--- config.mk ---
export PLATFORM = sky130hd
export DESIGN_NAME = register_file_16x32_flat
export DESIGN_NICKNAME = d
export VERILOG_FILES = /design/src/rtl/register_file_16x32_if.sv /design/src/rtl/register_file_16x32.sv /design/src/flat_wrapper.sv
export SDC_FILE = /design/constraint.sdc
export NUM_CORES = 1
export LEC_CHECK = 0
export ABC_AREA = 1
export CORE_MARGIN = 1.5
export CORE_UTILIZATION = 45
export DETAILED_ROUTE_END_ITERATION = 10
export SLEW_MARGIN = 15
export SYNTH_ARGS = -nofsm -noshare
export SYNTH_HDL_FRONTEND = slang
export SYNTH_SLANG_ARGS = --single-unit
--- constraint.sdc ---
create_clock -name clk -period 3.5 [get_ports clk]
set_clock_uncertainty 0.15 [all_clocks]
set_input_delay 0.525 -clock clk [delete_from_list [all_inputs] [get_ports clk]]
set_output_delay 0.525 -clock clk [all_outputs]
set_load 0.005 [all_outputs]
--- src/rtl/register_file_16x32_if.sv ---
// Bus bundle for the 16x32 register file: one write port and two read ports.
// The master drives addresses, write data and write enable. The slave returns the registered read data.
interface register_file_16x32_if #(
   parameter int WIDTH = 32,
   parameter int AW    = 4
);
   logic             ld;
   logic [AW-1:0]    rw;
   logic [WIDTH-1:0] pw;
   logic [AW-1:0]    ra;
   logic [AW-1:0]    rb;
   logic [WIDTH-1:0] pa;
   logic [WIDTH-1:0] pb;

   modport master (
      output ld, rw, pw, ra, rb,
      input  pa, pb
   );

   modport slave (
      input  ld, rw, pw, ra, rb,
      output pa, pb
   );
endinterface

--- src/rtl/register_file_16x32.sv ---
// 16 x 32-bit register file with one write port and two registered read ports.
// Reads are write-first: a write and a read to the same address on the same edge return the new data.
module register_file_16x32 #(
   parameter int WIDTH = 32,
   parameter int DEPTH = 16,
   parameter int AW    = 4
) (
   input  logic                  clk,
   input  logic                  clr,
   register_file_16x32_if.slave  bus
);

   logic [WIDTH-1:0] mem_q [DEPTH];
   logic [WIDTH-1:0] mem_d [DEPTH];
   logic [DEPTH-1:0] wr_sel;
   logic [WIDTH-1:0] pa_q, pa_d;
   logic [WIDTH-1:0] pb_q, pb_d;

   genvar gi;
   generate
      for (gi = 0; gi < DEPTH; gi++) begin : g_wr_sel
         assign wr_sel[gi] = bus.ld && (bus.rw == AW'(gi));
      end
   endgenerate

   always_comb begin
      for (int i = 0; i < DEPTH; i++) begin
         mem_d[i] = wr_sel[i] ? bus.pw : mem_q[i];
      end
      // Read from the post-write view so a same-edge write is bypassed to the ports.
      pa_d = mem_d[bus.ra];
      pb_d = mem_d[bus.rb];
   end

   always_ff @(posedge clk) begin
      if (!clr) begin
         for (int i = 0; i < DEPTH; i++) begin
            mem_q[i] <= '0;
         end
         pa_q <= '0;
         pb_q <= '0;
      end else begin
         for (int i = 0; i < DEPTH; i++) begin
            mem_q[i] <= mem_d[i];
         end
         pa_q <= pa_d;
         pb_q <= pb_d;
      end
   end

   assign bus.pa = pa_q;
   assign bus.pb = pb_q;

endmodule

--- src/flat_wrapper.sv ---
// flat-port wrapper written by rule: the top's interface ports become plain ports
module register_file_16x32_flat 
#(
   parameter int WIDTH = 32,
   parameter int DEPTH = 16,
   parameter int AW    = 4
)
  (clk, clr, bus_ld, bus_rw, bus_pw, bus_ra, bus_rb, bus_pa, bus_pb);
  register_file_16x32_if #(.WIDTH(WIDTH), .AW(AW)) bus_i ();
  input  logic clk;
  input  logic clr;
  input wire logic [$bits(bus_i.ld)-1:0] bus_ld;
  input wire logic [$bits(bus_i.rw)-1:0] bus_rw;
  input wire logic [$bits(bus_i.pw)-1:0] bus_pw;
  input wire logic [$bits(bus_i.ra)-1:0] bus_ra;
  input wire logic [$bits(bus_i.rb)-1:0] bus_rb;
  output wire logic [$bits(bus_i.pa)-1:0] bus_pa;
  output wire logic [$bits(bus_i.pb)-1:0] bus_pb;
  assign bus_i.ld = bus_ld;
  assign bus_i.rw = bus_rw;
  assign bus_i.pw = bus_pw;
  assign bus_i.ra = bus_ra;
  assign bus_i.rb = bus_rb;
  assign bus_pa = bus_i.pa;
  assign bus_pb = bus_i.pb;
  register_file_16x32 #(.WIDTH(WIDTH), .DEPTH(DEPTH), .AW(AW)) u_core (.clk(clk), .clr(clr), .bus(bus_i));
endmodule
## After elaboration in Yosys (flattened, before gate mapping)

Memories as Yosys holds them, arrays and structs flattened.
Cells that the tools add are included.

| operators by class | value |
|---|---|
| add/subtract/negate cells | 0 |
| $mul | 0 |
| div/mod/pow operators | 0 |
| $lt $le $gt $ge | 2 |
| equal/unequal tests | 15 |
| shift operators | 0 |
| multiplexer cells | 40 |
| bitwise gates (word level) | 18 |
| reductions and logical operators | 17 |

Operators by type and width:

| kind | count |
|---|---|
| $mux 32 | 36 |
| $bmux 32 s4 | 2 |
| $eq 4x4->1 const B | 8 |
| $eq 4x3->1 const B | 4 |
| $logic_and 1x1->1 | 16 |
| $or 1x1->1 | 16 |
| $ge 5x5->1 const B | 2 |
| $not 4->5 | 2 |
| $eq 4x2->1 const B | 2 |
| $eq 4x1->1 const B | 1 |
| $logic_not 4->1 | 1 |
| $mux 1 | 2 |

| storage, ports and cells | value |
|---|---|
| flip-flop bits (word level) | 64 |
| bits in latches | 0 |
| bits in writable memories | 512 |
| memory bits (read-only) | 0 |
| input bits | 47 |
| output and inout port bits | 64 |
| logic and storage cells | 95 |
| memories | 1 |

Memory list:

| name | words | bits a word | rd ports | clocked after Yosys merged registers in | wr ports | line | text |
|---|---|---|---|---|---|---|---|
| u_core.mem_q | 16 | 32 | 16 | 0 | 16 | register_file_16x32.sv:13 | `logic [WIDTH-1:0] mem_q [DEPTH];` |

## Longest topological paths before layout

| logic depth | value |
|---|---|
| word-level depth | 6 |
| depth in mapped cells | 12 |
| gate-level depth less buffers | 10 |

## Least setup slack after synthesis

Ideal clock, no wire load.

| timing path | value |
|---|---|
| kind | input to register |
| from | input port bus_rw[3] |
| to | register u_core.pb_q[30], in the netlist u_core.bus.pb[30] |
| setup time | 0.070 ns |
| arrival | 1.814 ns |
| required time | 3.280 ns |
| slack | 1.466 ns |
| stages on the path | 10 |
| path buffers | 1 |
| cell sequence | nor2_2 > nand3_1 > inv_1 > buf_2 > nand2_1 > nand3_1 > nand3_1 > nand3_1 > nand3_1 > a21oi_1 |

| between the ends | value |
|---|---|
| word-level cells in the longest chain between the ends | 6 |
| elaborated cells between the ends (all ways) | 51 |
| classes of those cells | 15 x eq/ne; 19 x mux; 17 x reduce/logical |

RTL lines:

| element | line | text |
|---|---|---|
| start: declaration | flat_wrapper.sv:13 | `input wire logic [$bits(bus_i.rw)-1:0] bus_rw;` |
| $eq 4x4->1 (tied with other cells) | register_file_16x32.sv:22 | `assign wr_sel[gi] = bus.ld && (bus.rw == AW'(gi));` |
| $logic_and 1x1->1 | register_file_16x32.sv:22 |  |
| $mux 32 | register_file_16x32.sv:28 | `mem_d[i] = wr_sel[i] ? bus.pw : mem_q[i];` |
| $bmux 32 s4 (*) | register_file_16x32.sv:32 | `pb_d = mem_d[bus.rb];` |
| $mux 32 (not written as such) (*) (2 in series) | register_file_16x32.sv:32 |  |
| end signal: assignment | register_file_16x32.sv:47 | `pb_q <= pb_d;` |
| end: declaration | register_file_16x32.sv:17 | `logic [WIDTH-1:0] pb_q, pb_d;` |

Every way passes the cells marked *; elsewhere a longest branch is shown, timed or not. The select of a mux whose other input is x is not followed.
A chain may end at the register's enable or synchronous reset.

## Worst setup path after layout

| timing path | value |
|---|---|
| from | input port bus_rw[3] |
| to | register u_core.pb_q[16], in the netlist u_core.bus.pb[16] |

Same word-level chain as after synthesis.

==> summary.md <==
| Metric | Value |
|---|---|
| M1 WL | 54.6 mm |
| Fmax achieved | 0.367 GHz |
| Routed wl met2 | 57.3 mm |
| Total GRT Usage | 37.3% |
| Nets | 4625 |
| Slew headroom | 41.2% |
| Period Utilization, post-route | 77.8% |
| TritonCTS clock tree | done |
| Clk sinks | 576 |
| Synthesis-to-layout area growth | 14.7% |
| Post-CTS setup buffers | 0 |
| # DRC | 0 |
| Routed wl met3 | 14.6 mm |
| Worst-Skew Late Latency | 0.62 ns |
| Initial antenna violation count | 6 |
| MaxCap Viol Count | 0 |
| WP data required | 3.83 ns |
| Layout cells sized above 1 | 6.54% |
| Die Area | 0.0689 mm² |
| Slowest-stage cell, CP | clkdlybuf4s50_1 |
| Register bit total from synthesis | 576 |
| Clk slew on worst S/H paths | 0.06 ns |
| Setup TNS | 0 ns |
| First-pass GRT wire length | 199 mm |
| Flop pwr share | 41.9% |
| Net Count, Synth | 4737 |
| Die Y | 263 µm |
| Clock Tree Root | clkbuf_16 |
| Setup CP Type | primary input to flop |
| Total CTS buffers | 69 |
| Top cell by count, worst path | nand3_1 |
| Leakage power | 13.9 nW |
| Final HPWL DP | 75.8 mm |
| Comb power frac | 14.5% |
| Buffers and inverters on the worst path | 3 |
| Drt via density | 6.37 |
| Worst slew pin tran | 0.880 ns |
| Final Max Slew Viols | 0 |
| CP max stage delay | 0.55 ns |
| DP Cell Count | 5371 |
| Final Non-Filler Cells | 5483 |
| Peak supply drop | 0.286 mV |
| Status | complete, no violations |
| ANT nets after route | 0 |
| Crit Path Max Fanout | 7 |
| Post-Syn Instances | 4690 |
| Synth warn | 0 |
| Gpl congestion | 0.900 |
| Finish-stage setup viols | 0 |
| Top routing layer used | met5 |
| Yosys cell types | 15 |
| Clock group share of total power | 43.6% |
| P_int | 11.5 mW |
| Drt total wl | 134 mm |
| Clock buffer depth | 3 |
| Total congestion overflow | 0 |
| Unrepaired setup endpoints after global routing | no |
| Synthesized area | 0.0303 mm² |
| Routed wire length per instance | 24.4 µm |
| Worst path top cell family by delay | simple AND/OR/NAND/NOR gates |
| Switching share of total power | 28.4% |
| PD cells | 463 mW/mm² |
| H-tree Lvls | 3 |
| Switching power | 4.57 mW |
| Mean Syn Cell Area | 6.46 µm² |
| Utilization after layout | 52.5% |
| Critical path data arrival time | 3.06 ns |
| Largest net degree at the start of global routing | 125 |
| Initial DRT Pass Iterations | 7 |
| Site Rows | 94 |
| Die width | 263 µm |
| Fin. Hold Viols | 0 |
| Vias in the first global route | 31.8k |
| Critical-path cell list | clkdlybuf4s50_1, inv_1, nor2_2, nand3_1, buf_4, nand2_1, nand3_1, nand3_1, nand3_1, nand3_1, a21oi_1 |
| Resize count post-CTS | 0 |
| CP endpoint kind | flop |
| Effective utilization at floorplan | 45.8% |
| Vias | 34.9k |
| Port Buffer Count | 110 |
| Core Footprint | 0.0662 mm² |
| Critical path startpoint category | primary input |
| CTS Hold Bufs | 0 |
| Fill count | 6650 |
| DRT iter0 DRCs | 4335 |
| Sequential fraction of the synthesis area | 38.0% |
| Ports | 111 |
| Final worst path period need | 2.72 ns |
| Worst Hold Class | primary input to flop |
-- sequential cells by signal (all words and copies together), names as in the netlist --
register	count
u_core.bus.pb	32
u_core.mem_q	512
u_core.bus.pa	32
-- worst register-to-register path: cells and delay by family, from the launching register on --
| family | cells | cell delay (ns) |
|---|---|---|
| AND/OR/NAND/NOR | 5 | 0.44 |
| flip-flops | 1 | 0.34 |
| AO/OA/AOI/OAI | 2 | 0.32 |
| buffers and inverters | 2 | 0.22 |
-- metrics by stage --
stage	area (µm²)	setup slack (ns)	power, mW	hold WS, ns
2_1_floorplan	30300	1.47	8.25	0.318
3_3_place_gp	32600	0.249	9.16	0.328
3_5_place_dp	32600	0.224	9.15	0.335
4_1_cts	34800	0.857	16.1	0.288
5_1_grt	34800	0.691	16.6	0.338
6_report	34800	0.778	16.1	0.340
-- synth_stat cells --
cell	count	area, µm²
clkbuf_1	331	1240
nand3_1	1879	9400
a21oi_1	538	2690
inv_1	56	210
nor2_2	4	25.0
nor2_1	52	195
dfxtp_1	576	11500
buf_1	88	330
clkinv_1	2	7.51
o21ai_0	38	190
nand2_1	1001	3760
inv_2	3	11.3
buf_4	1	7.51
buf_2	34	170
nand4_1	87	544
-- final timing paths --
kind                                         from                         endpoint  slack [ns]  cells after the start
hold / removal                          bus_rb[3]     u_core.bus.pb[17]$_SDFF_PN0_        0.34                      4
setup reg to reg   u_core.mem_q[0][43]$_SDFF_PN0_     u_core.bus.pb[11]$_SDFF_PN0_        1.99                      9
setup / recovery                        bus_rw[3]     u_core.bus.pb[16]$_SDFF_PN0_        0.78                     11
hold reg to reg   u_core.mem_q[1][188]$_SDFF_PN0_  u_core.mem_q[1][188]$_SDFF_PN0_        0.34                      2
-- cell usage in the layout (no fill, tap or decap) --
| master | n |
|---|---|
| buf_12 | 40 |
| dfxtp_1 | 576 |
| inv_1 | 48 |
| bufinv_16 | 1 |
| o21ai_0 | 38 |
| clkbuf_8 | 13 |
| clkinv_8 | 1 |
| clkinv_1 | 2 |
| nand3_1 | 1868 |
| clkinv_4 | 1 |
| clkbuf_1 | 18 |
| nor2_1 | 40 |
| clkbuf_16 | 72 |
| inv_8 | 3 |
| nand2_1 | 998 |
| diode_2 | 3 |
| buf_8 | 2 |
| buf_2 | 2 |
| clkdlybuf4s50_1 | 101 |
| nor2_4 | 13 |
| nand2_2 | 3 |
| clkinv_2 | 2 |
| buf_4 | 124 |
| nand3_2 | 11 |
| a21oi_1 | 538 |
| inv_6 | 5 |
| nor2_2 | 3 |
| buf_6 | 2 |
| nand4_1 | 87 |
| inv_2 | 4 |
-- power groups by stage --
stage | Clock [mW] | Sequential [mW] | Combinational [mW]
floorplan | 0 | 6.87 | 1.38
global placement | 0 | 6.89 | 2.27
detailed placement | 0 | 6.89 | 2.26
CTS | 7.05 | 6.75 | 2.27
global route | 7.34 | 6.76 | 2.48
finish | 7.02 | 6.75 | 2.33
-- cell type report --
type	instances	area, µm²	share of cell area [%]
inverter	61	264	0.759
clock buffer	103	2050	5.89
antenna	3	7.51	0.0216
timing repair buffer	271	2810	8.06
tap	864	1080	3.11
sequential	576	11500	33.2
multi-input combinational	3599	17000	48.8
clock inverter	6	81.3	0.234
-- logic make-up after synthesis --
family	Yosys count	synth area share, %
flip-flops	576	38.0
buffers and inverters	515	6.53
AND/OR/NAND/NOR	3023	45.9
AO/OA/AOI/OAI	576	9.51
-- routing by layer --
metal / global-route usage (%) / vias to the layer above
met5: 0 / -
met4: 19.6 / 6
met3: 7.00 / 451
met2: 56.3 / 2160
met1: 50.4 / 16100
li1: - / 16200
Power figures use the tool's default switching activity.
